File: config.mk
export PLATFORM = sky130hd
export DESIGN_NAME = dmem_ctrl
export DESIGN_NICKNAME = d
export VERILOG_FILES = /design/src/rtl/dmem_ctrl.sv
export SDC_FILE = /design/constraint.sdc
export NUM_CORES = 1
export LEC_CHECK = 0
export ABC_AREA = 1
export ABC_CLOCK_PERIOD_IN_PS = 4190
export BUFFER_PORTS_ARGS = -buffer_cell sky130_fd_sc_hd__buf_2
export CORE_MARGIN = 1
export CORE_UTILIZATION = 51
export CTS_CLUSTER_DIAMETER = 200
export CTS_CLUSTER_SIZE = 8
export DETAILED_ROUTE_END_ITERATION = 8
export PLACE_DENSITY = 0.87
export SLEW_MARGIN = 25
export SYNTH_ARGS = -nofsm -noshare
export SYNTH_HDL_FRONTEND = slang
export SYNTH_SLANG_ARGS = --single-unit
File: constraint.sdc
create_clock -name clk -period 4.19 [get_ports clk]
set_input_delay 0.2095 -clock clk [delete_from_list [all_inputs] [get_ports clk]]
set_output_delay 0.2095 -clock clk [all_outputs]
set_load 0.01 [all_outputs]
File: src/rtl/dmem_ctrl.sv
// Load/store sequencer and round-robin two-port arbiter in front of a word-wide data memory.
// Byte and halfword accesses sit on the word memory; sub-word stores use read-modify-write.
module dmem_ctrl #(
  parameter int MEM_WORDS = 1024
) (
  input  logic        clk,
  input  logic        rst,
  input  logic        a_valid,
  output logic        a_ready,
  input  logic        a_we,
  input  logic [1:0]  a_size,
  input  logic        a_unsigned,
  input  logic [31:0] a_addr,
  input  logic [31:0] a_wdata,
  output logic        a_done,
  output logic [31:0] a_rdata,
  output logic        a_err,
  input  logic        b_valid,
  output logic        b_ready,
  input  logic        b_we,
  input  logic [1:0]  b_size,
  input  logic        b_unsigned,
  input  logic [31:0] b_addr,
  input  logic [31:0] b_wdata,
  output logic        b_done,
  output logic [31:0] b_rdata,
  output logic        b_err,
  output logic        mem_store,
  output logic        mem_load,
  output logic [31:0] mem_addr,
  output logic [31:0] mem_wdata,
  input  logic [31:0] mem_rdata
);
  localparam logic [32:0] MEM_BYTES = 33'(MEM_WORDS) << 2;

  typedef enum logic [1:0] {IDLE, ACCESS, MERGE, RESP} state_t;

  state_t      state, state_nxt;
  logic        last_grant, owner;  // 1 selects port B
  logic        grant_a, grant_b, accept;
  logic        cmd_we, cmd_uns, cmd_err, cmd_sub;
  logic [1:0]  cmd_size;
  logic [31:0] cmd_addr, cmd_wdata, merge_word, resp_rdata;
  logic        resp_err;

  function automatic logic [31:0] load_extend(input logic [31:0] word, input logic [1:0] off,
                                              input logic [1:0] size, input logic uns);
    logic signed [7:0]  lane_b;
    logic signed [15:0] lane_h;
    logic [31:0]        res;
    lane_b = word[{off, 3'b000} +: 8];
    lane_h = word[{off[1], 4'b0000} +: 16];
    case (size)
      2'd0: if (uns) res = {24'd0, lane_b}; else res = 32'(lane_b);
      2'd1: if (uns) res = {16'd0, lane_h}; else res = 32'(lane_h);
      default: res = word;
    endcase
    return res;
  endfunction

  function automatic logic [31:0] merge_lane(input logic [31:0] word, input logic [31:0] wdata,
                                             input logic [1:0] off, input logic [1:0] size);
    logic [31:0] res;
    res = word;
    if (size == 2'd0) res[{off, 3'b000} +: 8] = wdata[7:0];
    else              res[{off[1], 4'b0000} +: 16] = wdata[15:0];
    return res;
  endfunction

  always_comb begin
    grant_a = a_valid && (!b_valid || last_grant);
    grant_b = b_valid && !grant_a;
    accept  = (state == IDLE) && !rst && (grant_a || grant_b);
    cmd_err = (cmd_size == 2'd3) ||
              (cmd_size == 2'd1 && cmd_addr[0]) ||
              (cmd_size == 2'd2 && cmd_addr[1:0] != 2'b00) ||
              ({1'b0, cmd_addr} >= MEM_BYTES);
    cmd_sub = cmd_we && (cmd_size != 2'd2);
  end

  always_ff @(posedge clk or posedge rst) begin
    if (rst) begin
      state      <= IDLE;
      last_grant <= 1'b1;
      owner      <= 1'b0;
    end else begin
      state <= state_nxt;
      if (accept) begin
        owner      <= grant_b;
        last_grant <= grant_b;
      end
    end
  end

  // command, merge and response registers carry data only
  always_ff @(posedge clk) begin
    if (accept) begin
      cmd_we    <= grant_b ? b_we       : a_we;
      cmd_size  <= grant_b ? b_size     : a_size;
      cmd_uns   <= grant_b ? b_unsigned : a_unsigned;
      cmd_addr  <= grant_b ? b_addr     : a_addr;
      cmd_wdata <= grant_b ? b_wdata    : a_wdata;
    end
    if (state == ACCESS) begin
      merge_word <= mem_rdata;
      resp_err   <= cmd_err;
      if (cmd_err || cmd_we) resp_rdata <= '0;
      else resp_rdata <= load_extend(mem_rdata, cmd_addr[1:0], cmd_size, cmd_uns);
    end
  end

  always_comb begin
    state_nxt = state;
    case (state)
      IDLE:    if (accept) state_nxt = ACCESS;
      ACCESS:  state_nxt = (!cmd_err && cmd_sub) ? MERGE : RESP;
      MERGE:   state_nxt = RESP;
      default: state_nxt = IDLE;
    endcase
  end

  always_comb begin
    a_ready   = 1'b0;
    b_ready   = 1'b0;
    a_done    = 1'b0;
    b_done    = 1'b0;
    a_rdata   = '0;
    b_rdata   = '0;
    a_err     = 1'b0;
    b_err     = 1'b0;
    mem_store = 1'b0;
    mem_load  = 1'b0;
    mem_addr  = '0;
    mem_wdata = '0;
    case (state)
      IDLE: begin
        a_ready = accept && grant_a;
        b_ready = accept && grant_b;
      end
      ACCESS: begin
        mem_addr = {cmd_addr[31:2], 2'b00};
        if (!cmd_err) begin
          if (!cmd_we || cmd_sub) mem_load = 1'b1;
          else begin
            mem_store = 1'b1;
            mem_wdata = cmd_wdata;
          end
        end
      end
      MERGE: begin
        mem_addr  = {cmd_addr[31:2], 2'b00};
        mem_store = 1'b1;
        mem_wdata = merge_lane(merge_word, cmd_wdata, cmd_addr[1:0], cmd_size);
      end
      default: begin
        if (owner) begin
          b_done  = 1'b1;
          b_rdata = resp_rdata;
          b_err   = resp_err;
        end else begin
          a_done  = 1'b1;
          a_rdata = resp_rdata;
          a_err   = resp_err;
        end
      end
    endcase
  end
endmodule

---- Word level (Yosys, flattened, before mapping) ----
Cells that the tools add are included.
storage, ports and cells
  output and inout bits ................... 136
  flip-flop bits (word level) ............. 137
cells by class
  shifts and indexed selects .............. 6
  $add $sub $neg .......................... 2
  equal/unequal tests ..................... 7
  muxes and demuxes ....................... 38
  reduce and logical (&&, ||, !) cells .... 27
  magnitude comparators ................... 1
operators with widths
  cell                                                                      number
  32-bit two-way mux                                                        12
  32-bit case mux with 2 select lines                                       2
  32-bit bitwise mux                                                        2
  32-bit by 13-bit >= comparator with 1-bit output (second input constant)  1
  16-bit by 7-bit variable shift with 32-bit output (first input constant)  1
  8-bit by 7-bit variable shift with 32-bit output (first input constant)   1
  16-bit by 7-bit variable part select with 32-bit output                   1
  32-bit by 6-bit variable part select with 16-bit output                   1
  32-bit by 6-bit variable part select with 8-bit output                    1
  8-bit by 7-bit variable part select with 32-bit output                    1
  1-bit two-way mux                                                         18
  5-bit negation with 7-bit output                                          2
  1-bit logical AND                                                         10
  1-bit logical OR                                                          7
  2-bit == test (second input constant)                                     3
  2-bit case mux with 3 select lines                                        1
  1-bit logical NOT                                                         5
  2-bit by 1-bit == test with 1-bit output (second input constant)          2
  2-bit logical NOT                                                         2
  2-bit two-way mux                                                         2
  2-bit != test (second input constant)                                     2
  3-bit OR reduction                                                        1
  1-bit case mux with 2 select lines                                        1
  2-bit nonzero test                                                        1
  2-bit OR reduction                                                        1

---- Logic depth before layout (Yosys ltp) ----
Gate-level depths: netlist of the first run.
  word-level depth ........................ 9
  gate-level depth with buffers ........... 13
  gate-level depth less buffers ........... 11

---- Worst setup path after synthesis of the first run ----
No wires, ideal clock.
  path type ............................... register -> output
  start point ............................. reg state[1]
  end point ............................... out mem_wdata[10]
  cell stages (with the launch flop) ...... 7
  data required time ...................... 3.980 ns
  arrival ................................. 3.010 ns
  slack ................................... 0.971 ns
  cell sequence ........................... dfrtp_1 -> inv_1 -> ha_1 -> clkbuf_1 -> buf_1 -> nand4_1 -> a21oi_1
between the ends
  cells in the longest elaborated chain, start to end .. 2
RTL lines
  item                                                                       line  text
  start, declared                                                            38    state_t state, state_nxt;
  start signal, assigned                                                     87    state <= state_nxt;
  2-bit == test or 2-bit by 1-bit == test with 1-bit output (tied branches)  135   case (state)
  32-bit case mux with 2 select lines *                                      135
  end, declared                                                              31    output logic [31:0] mem_wdata,
Mark *: on every way between the ends. The rest lies on a longest branch, timed or not.

---- Final worst setup path of the first run ----
  start point ............................. reg cmd_addr[0]
  end point ............................... out mem_wdata[9]
between the ends
  cells in the longest elaborated chain, start to end .. 6
RTL lines
  item                                                                                      line  text
  start, declared                                                                           43    logic [31:0] cmd_addr, cmd_wdata, merge_word, resp_rdata;
  start signal, assigned                                                                    101   cmd_addr <= grant_b ? b_addr : a_addr;
  parallel branches: the longest is 5 deep, another holds 5-bit negation with 7-bit output  --
  32-bit case mux with 2 select lines *                                                     135
Mark *: on every way between the ends.

==> flow_summary.ini, run 1 <==
[status]
status = complete, no violations

[global_route]
antenna_found_initial = 0
grt_max_degree = 77
overflow = 0
grt_usage = 0.304
grt_pass1_vias = 7304
grt_pass1_wl_um = 38300

[timing]
finalClockSkew_ns = 0.00675
worst_slew_pin_slew_ns = 0.978
post-route-min-period_ns = 3.75
finalSetupViolCount = 0
slew_headroom = 0.348
finalHoldViolations = 0
period_share = 0.896
max_freq_mhz = 266
tns_ns = 0
drv_slew = 0
rsz0062_at_grt = no

[floorplanning]
std_cell_rows = 46
die_w_um = 131
ios = 308
start_util = 0.526
die-area_mm2 = 0.0171
coreArea_mm2 = 0.0161
die_h_um = 131

[worst_setup_path]
critPathKind = register to output port
crit_slowest_cell = edfxtp_1
arrival_ns = 3.54
required_ns = 3.98
r2r_slack_ns = 0.95
startpoint_type = register
path_max_fanout = 37
cp_common_cell = inv_2
crit_chain = inv_2 > ha_1 > inv_2 > nand3_1 > nand3_2 > nor2_8 > nand4_1 > a21oi_1 > buf_2
cpPeakStageDelay_ns = 0.59
startpoint = cmd_addr[0]
rr_startpoint = cmd_addr[0]
cp-end-kind = output port
crit_buf_inv = 3
path_delay_family = simple AND/OR/NAND/NOR gates

[clock_network]
clkSinkCount = 137
cts_root_buffer = clkbuf_16
clk_latency_ns = 0.42
cts_buffers = 17
htreeDepth = 4
max-clock-path-buffers = 2
cts_tree = done
cts.clk_slew.worst_paths_ns = 0.06
cts_resized = 0

[synthesis]
syn_area_per_cell_um2 = 7.58
syn_inst = 1115
yosys_warnings = 0
yosys-top-cells-area = edfxtp_1 (47%), nand2_1 (17%), inv_1 (5.7%), a21oi_1 (4.7%), nor2_1 (4.7%)
syn_area_mm2 = 0.00845
synth_cell_type_count = 34
yosysSeqAreaShare = 0.485
synth_top_area_frac = 0.473
yosysTopAreaCell = edfxtp_1
synth_seq_cells = 137

[detailed_routing]
first_pass_iters = 7
wl_um = 26400
route.vias.total = 8635
drc = 0
ant_nets = 0
first_iter_violations = 822
vias_per_cell = 5.36
wl_per_cell_um = 16.4

[final_layout]
final_common_cell = nand2_1
area_delta_synth_final_pct = 26.4
final_nets = 1562
diodes = 0
final_cell_mix = nand2_1 (370), buf_2 (305), edfxtp_1 (133)
utilization = 0.665
num-fill-cells = 1336
drive_above_1_share = 0.265

[pwr]
power.density_mw_per_mm2 = 558
p_leak_nw = 5.49
peakVddDrop_mv = 0.382

[place]
port_buffers = 305
dp_hpwl_um = 19400
gp_congestion = 0.884

[min_path]
hp-class = input pin to register
hp-start = mem_rdata[8]

[run]
maxCapViolCount = 0
## state kept, by name, indices dropped and copies added, names as in the netlist
register and cells:
state 2, resp_err 1, cmd_uns 1, owner 1, cmd_addr 32, resp_rdata 32, cmd_we 1, merge_word 32
cmd_wdata 32, last_grant 1, cmd_size 2
## worst reg2reg max path, cell delays in order (launching register included)
cell	delay, ns
edfxtp_1	0.59
inv_2	0.26
ha_1	0.57
inv_2	0.26
nand3_1	0.17
nand3_2	0.13
nor2_8	0.49
nand2_4	0.19
clkinv_4	0.21
o21ai_0	0.11
nor2_1	0.12
## layout make-up
type	count	area (um2)	area share
clock buffers	20	437	0.0409
repair buffers	319	1650	0.154
inverters	134	509	0.0477
flip-flops and latches	137	4100	0.383
clock inverters	12	198	0.0185
well taps	216	270	0.0253
multi-input cells	773	3520	0.330
## power breakdown
part | switching (W) | internal (W)
combinational | 0.00157 | 0.000674
sequential | 0.000167 | 0.00191
clock | 0.000572 | 0.00106
## repair_timing
item                      4_1_cts  5_1_grt
hold buffers                    4        0
setup buffers                   0        0
hold endpoints to repair        7        0
## per-stage QoR
step	setup slack, ns	total power (W)	hold WS, ns	cells	area (um2)
after floorplan	0.971	0.00347	-0.0251	1116	8450
after CTS	0.539	0.00594	0.00227	1611	10700
after global placement	1.14	0.00425	0.0998	1574	9990
after detailed placement	0.988	0.00432	0.112	1575	10000
after global routing	0.202	0.00627	0.00156	1611	10700
final	0.437	0.00596	0.0175	1611	10700
## cell usage after synthesis, drive strengths merged
cell	number
nand2	377
edfxtp	133
inv	132
nor2	111
a21oi	80
nand3	70
o21ai	63
clkbuf	39
buf	33
nand4	32
o211ai	15
ha	8
nor3	8
a31oi	5
dfrtp	3
clkinv	2
o22ai	2
conb	1
dfstp	1
## kinds of logic (layout without fill, tap and decap cells)
family / Yosys count / in the layout / synth area share
simple gates: 598 / 598 / 0.297
buf+inv: 206 / 485 / 0.101
compound gates: 165 / 165 / 0.105
flops: 137 / 137 / 0.485
fa+ha+maj: 8 / 8 / 0.0118
other cells: 1 / 2 / 0.000444
## routing by layer
metal  track usage  part of all wire  wire length, um  up-vias
li1              -                 -                -     4171
met1         0.359              0.38             9940     3862
met2         0.536              0.52            13600      522
met3        0.0513             0.071             1880       80
met4         0.150             0.037              986        0
met5             0                 0                0        -
## path summary, 6_finish.rpt
check                                     end  cells past startpoint
min in group asynchronous               owner                      3
worst max register to register  resp_rdata[9]                     10
worst min register to register     last_grant                      2
worst max-delay path             mem_wdata[9]                      9
worst min-delay path            merge_word[8]                      1
max in group asynchronous          last_grant                      3
No activity file was read; power rests on OpenSTA's default activity.
==> inputs of run 2 (changes only) <==
--- a/config.mk
+++ b/config.mk
@@ -9,11 +9,12 @@
 export ABC_CLOCK_PERIOD_IN_PS = 4190
 export BUFFER_PORTS_ARGS = -buffer_cell sky130_fd_sc_hd__buf_2
 export CORE_MARGIN = 1
-export CORE_UTILIZATION = 51
+export CORE_UTILIZATION = 52
+export CTS_BUF_LIST = sky130_fd_sc_hd__clkbuf_4 sky130_fd_sc_hd__clkbuf_8
 export CTS_CLUSTER_DIAMETER = 200
 export CTS_CLUSTER_SIZE = 8
 export DETAILED_ROUTE_END_ITERATION = 8
-export PLACE_DENSITY = 0.87
+export PLACE_DENSITY = 0.88
 export SLEW_MARGIN = 25
 export SYNTH_ARGS = -nofsm -noshare
 export SYNTH_HDL_FRONTEND = slang
==> constraint.sdc (replaced) <==
create_clock -name clk -period 4.19 [get_ports clk]
set_input_delay 0.2095 -clock clk [delete_from_list [all_inputs] [get_ports clk]]
set_output_delay 0.2095 -clock clk [all_outputs]
set_load 0.05 [all_outputs]
==> flow_summary.ini, run 2 (synthesis results as in run 1) <==
[final_layout]
drive_above_1_share = 0.262
final_cell_mix = nand2_1 (370), buf_2 (305), edfxtp_1 (133)
area_delta_synth_final_pct = 26.8
final_nets = 1589
final_common_cell = nand2_1
diodes = 0

[pwr]
p_leak_nw = 5.50
power.density_mw_per_mm2 = 611
peakVddDrop_mv = 0.607

[global_route]
grt_usage = 0.317
overflow = 0
antenna_found_initial = 0
grt_pass1_wl_um = 39500
grt_pass1_vias = 7790
grt_max_degree = 77

[timing]
period_share = 0.863
finalSetupViolCount = 0
max_freq_mhz = 276
fin_hold_ws_ns = 0.0193
finalHoldViolations = 0
slew_headroom = 0.343
worst_slew_pin_slew_ns = 0.985
rsz0062_at_grt = no
post-route-min-period_ns = 3.62
tns_ns = 0
finalClockSkew_ns = 0.0111
drv_slew = 0

[detailed_routing]
drc = 0
ant_nets = 0
first_pass_iters = 6
vias_per_cell = 5.35
first_iter_violations = 1017
wl_per_cell_um = 16.5
route.vias.total = 8747
wl_um = 26900

[min_path]
hp-class = input pin to register

[clock_network]
max-clock-path-buffers = 2
postCtsSetupBuffers = 0
cts_root_buffer = clkbuf_8
htreeDepth = 4
cts.clk_slew.worst_paths_ns = 0.08
cts_tree = done
cts_buffers = 17
clk_latency_ns = 0.45
clkSinkCount = 137

[worst_setup_path]
r2r_slack_ns = 1.20
cp-end-kind = output port
startpoint_type = register
required_ns = 3.98
path_max_fanout = 37
arrival_ns = 3.41
critPathKind = register to output port

[place]
dp_hpwl_um = 19500
port_buffers = 305
gp_congestion = 0.900

[floorplanning]
std_cell_rows = 46
coreArea_mm2 = 0.0159
die_h_um = 129
die_w_um = 129
die-area_mm2 = 0.0168
ios = 308
start_util = 0.532

[run]
maxCapViolCount = 0

[status]
status = complete, no violations
run 2: final timing paths:
check	from	to	depth (start not counted)
min reg2reg	last_grant	last_grant	2
max in group asynchronous	rst	last_grant	3
max reg2reg	cmd_addr[0]	resp_rdata[11]	10
min	b_wdata[28]	cmd_wdata[28]	3
min in group asynchronous	rst	owner	3
max	cmd_addr[0]	mem_wdata[23]	9
run 2: final cells by class:
cell class                      count  area [um2]
Multi-Input combinational cell    773        3530
Tap cell                          216         270
Sequential cell                   137        4100
Clock buffer                       19         249
Clock inverter                     11         155
Inverter                          134         509
Fill cell                        1341        5170
Timing Repair Buffer              346        1910
run 2: report_power, final:
part           total [W]  internal [W]  switching (W)
logic            0.00333      0.000695        0.00263
registers        0.00208       0.00191       0.000165
clock network    0.00114      0.000646       0.000496
total            0.00655       0.00325        0.00329
run 2: repair_timing:
| action | CTS | global route |
|---|---|---|
| gates resized for setup | 0 | 1 |
| endpoints found under the hold margin | 32 | 1 |
| hold buffers | 29 | 1 |
| setup endpoints to repair | 0 | 1 |
run 2: layer usage:
| metal | part of all wire | global-route usage |
|---|---|---|
| met2 | 0.51 | 0.561 |
| met1 | 0.36 | 0.364 |
| met3 | 0.075 | 0.0557 |
| met4 | 0.050 | 0.176 |
| met5 | 0 | 0 |
run 2: stage by stage:
step | setup slack, ns | utilization | cells | cell area [um2] | total power [W]
2_1_floorplan | 0.416 | - | 1116 | 8450 | 0.00452
3_3_place_gp | 1.04 | 0.630 | 1576 | 10000 | 0.00532
3_5_place_dp | 0.872 | 0.630 | 1576 | 10000 | 0.00537
4_1_cts | 0.385 | 0.673 | 1635 | 10700 | 0.00652
5_1_grt | 0.181 | 0.675 | 1636 | 10700 | 0.00685
6_report | 0.573 | 0.675 | 1636 | 10700 | 0.00655
run 2: worst max-delay path: stages (launching register included):
cell and delay (ns):
edfxtp_1 0.58, inv_2 0.24, ha_2 0.42, inv_2 0.21
nand3_1 0.15, nand3_2 0.13, nor2_8 0.47, nand4_1 0.19
a21oi_1 0.21, buf_2 0.33
==> inputs of run 3 (changes only) <==
==> constraint.sdc (replaced) <==
create_clock -name clk -period 4.19 [get_ports clk]
set_input_delay 0.838 -clock clk [delete_from_list [all_inputs] [get_ports clk]]
set_output_delay 0.838 -clock clk [all_outputs]
set_load 0.05 [all_outputs]
==> flow_summary.ini, run 3 (synthesis results as in run 1) <==
[timing]
slew_headroom = 0.386
worst_slew_pin_slew_ns = 0.920
drv_slew = 0
finalHoldViolations = 0
worst_slack_ns = 0.226
finalClockSkew_ns = 0.00780
finalSetupViolCount = 0
max_freq_mhz = 252
rsz0062_at_grt = no
period_share = 0.946
post-route-min-period_ns = 3.96
tns_ns = 0

[floorplanning]
die_h_um = 129
die-area_mm2 = 0.0168
start_util = 0.532
die_w_um = 129
coreArea_mm2 = 0.0159
ios = 308
std_cell_rows = 46

[clock_network]
postCtsSetupBuffers = 0
cts.clk_slew.worst_paths_ns = 0.08
hold_buffers = 0
clkSinkCount = 137
htreeDepth = 4
cts_tree = done
cts_root_buffer = clkbuf_8
clk_latency_ns = 0.45
cts_resized = 0
max-clock-path-buffers = 2
cts_buffers = 17

[min_path]
hp-class = input pin to async pin

[global_route]
antenna_found_initial = 0
grt_max_degree = 69
grt_pass1_wl_um = 38500
grt_usage = 0.309
overflow = 0
grt_pass1_vias = 7477

[run]
maxCapViolCount = 0

[worst_setup_path]
required_ns = 3.35
cp-end-kind = output port
crit_buf_inv = 4
cpPeakStageDelay_ns = 0.59
cp_common_cell = inv_2
arrival_ns = 3.13
crit_slowest_cell = edfxtp_1
critPathKind = register to output port
path_max_fanout = 24
startpoint_type = register
crit_chain = inv_2 > ha_1 > inv_2 > nand3_1 > nand3_2 > nor2_8 > buf_4 > nand4_1 > a21oi_1 > buf_2
path_delay_family = buffers and inverters

[final_layout]
final_nets = 1566
num-fill-cells = 1346
diodes = 0
area_delta_synth_final_pct = 24.5
final_common_cell = nand2_1
drive_above_1_share = 0.272
final_cell_mix = nand2_1 (370), buf_2 (305), edfxtp_1 (133)

[detailed_routing]
drc = 0
first_pass_iters = 6
route.vias.total = 8610
wl_per_cell_um = 16.1
vias_per_cell = 5.33
first_iter_violations = 867
wl_um = 26000
ant_nets = 0

[place]
dp_hpwl_um = 19300
port_buffers = 305
gp_congestion = 0.886
place_worst_setup_slack_ns = 0.736

[pwr]
peakVddDrop_mv = 0.619
p_leak_nw = 5.43
power.density_mw_per_mm2 = 631

[status]
status = complete, no violations
==> run 3: cell types whose count changed in the layout (fill, tap and decap cells not counted), sizes merged <==
| cell | delta |
|---|---|
| dlygate4sd3 | -30 |
| clkinv | -2 |
| buf | +7 |
| clkinvlp | +2 |
| inv | +3 |
| bufinv | +1 |
| clkbuf | -2 |
==> run 3: layout make-up <==
type	instances	area [um2]	share of cell area
sequential	137	4100	0.389
multi-input combinational	773	3520	0.335
inverter	134	508	0.0483
clock inverter	15	224	0.0213
clock buffer	17	234	0.0222
timing repair buffer	323	1660	0.158
tap	216	270	0.0257
==> run 3: worst paths after layout <==
check / slack (ns) / start / cells past startpoint / endpoint
setup / recovery: 0.23 / cmd_addr[0] / 10 / mem_wdata[9]
hold reg to reg: 0.49 / last_grant / 2 / last_grant
setup reg to reg: 1.31 / cmd_size[0] / 9 / resp_rdata[9]
min in group clk: 0.49 / last_grant / 2 / last_grant
max in group asynchronous: 3.70 / rst / 2 / last_grant
hold / removal: 0.26 / rst / 2 / owner
==> run 3: routing by layer <==
layer / global-route usage / vias up / routed length, um
met3: 0.0665 / 73 / 2030
met2: 0.547 / 496 / 13300
li1: - / 4172 / -
met4: 0.143 / 0 / 1030
met1: 0.357 / 3869 / 9660
met5: 0 / - / 0
==> run 3: per-stage QoR <==
step,hold slack [ns],instance area [um2],power (W),cells,util
after floorplan,0.448,8460,0.00451,1116,-
final,0.262,10500,0.00664,1615,0.662
after CTS,0.246,10500,0.00663,1615,0.662
after global placement,0.459,10100,0.00535,1583,0.633
after global routing,0.253,10500,0.00696,1615,0.662
after detailed placement,0.466,10100,0.00539,1583,0.633
==> run 3: where the power goes <==
group	total, W	internal [W]	switching, W	leakage, nW
clock network	0.00125	0.000711	0.000540	0.223
logic	0.00332	0.000695	0.00262	3.89
registers	0.00207	0.00191	0.000157	1.31
total	0.00664	0.00332	0.00332	5.43
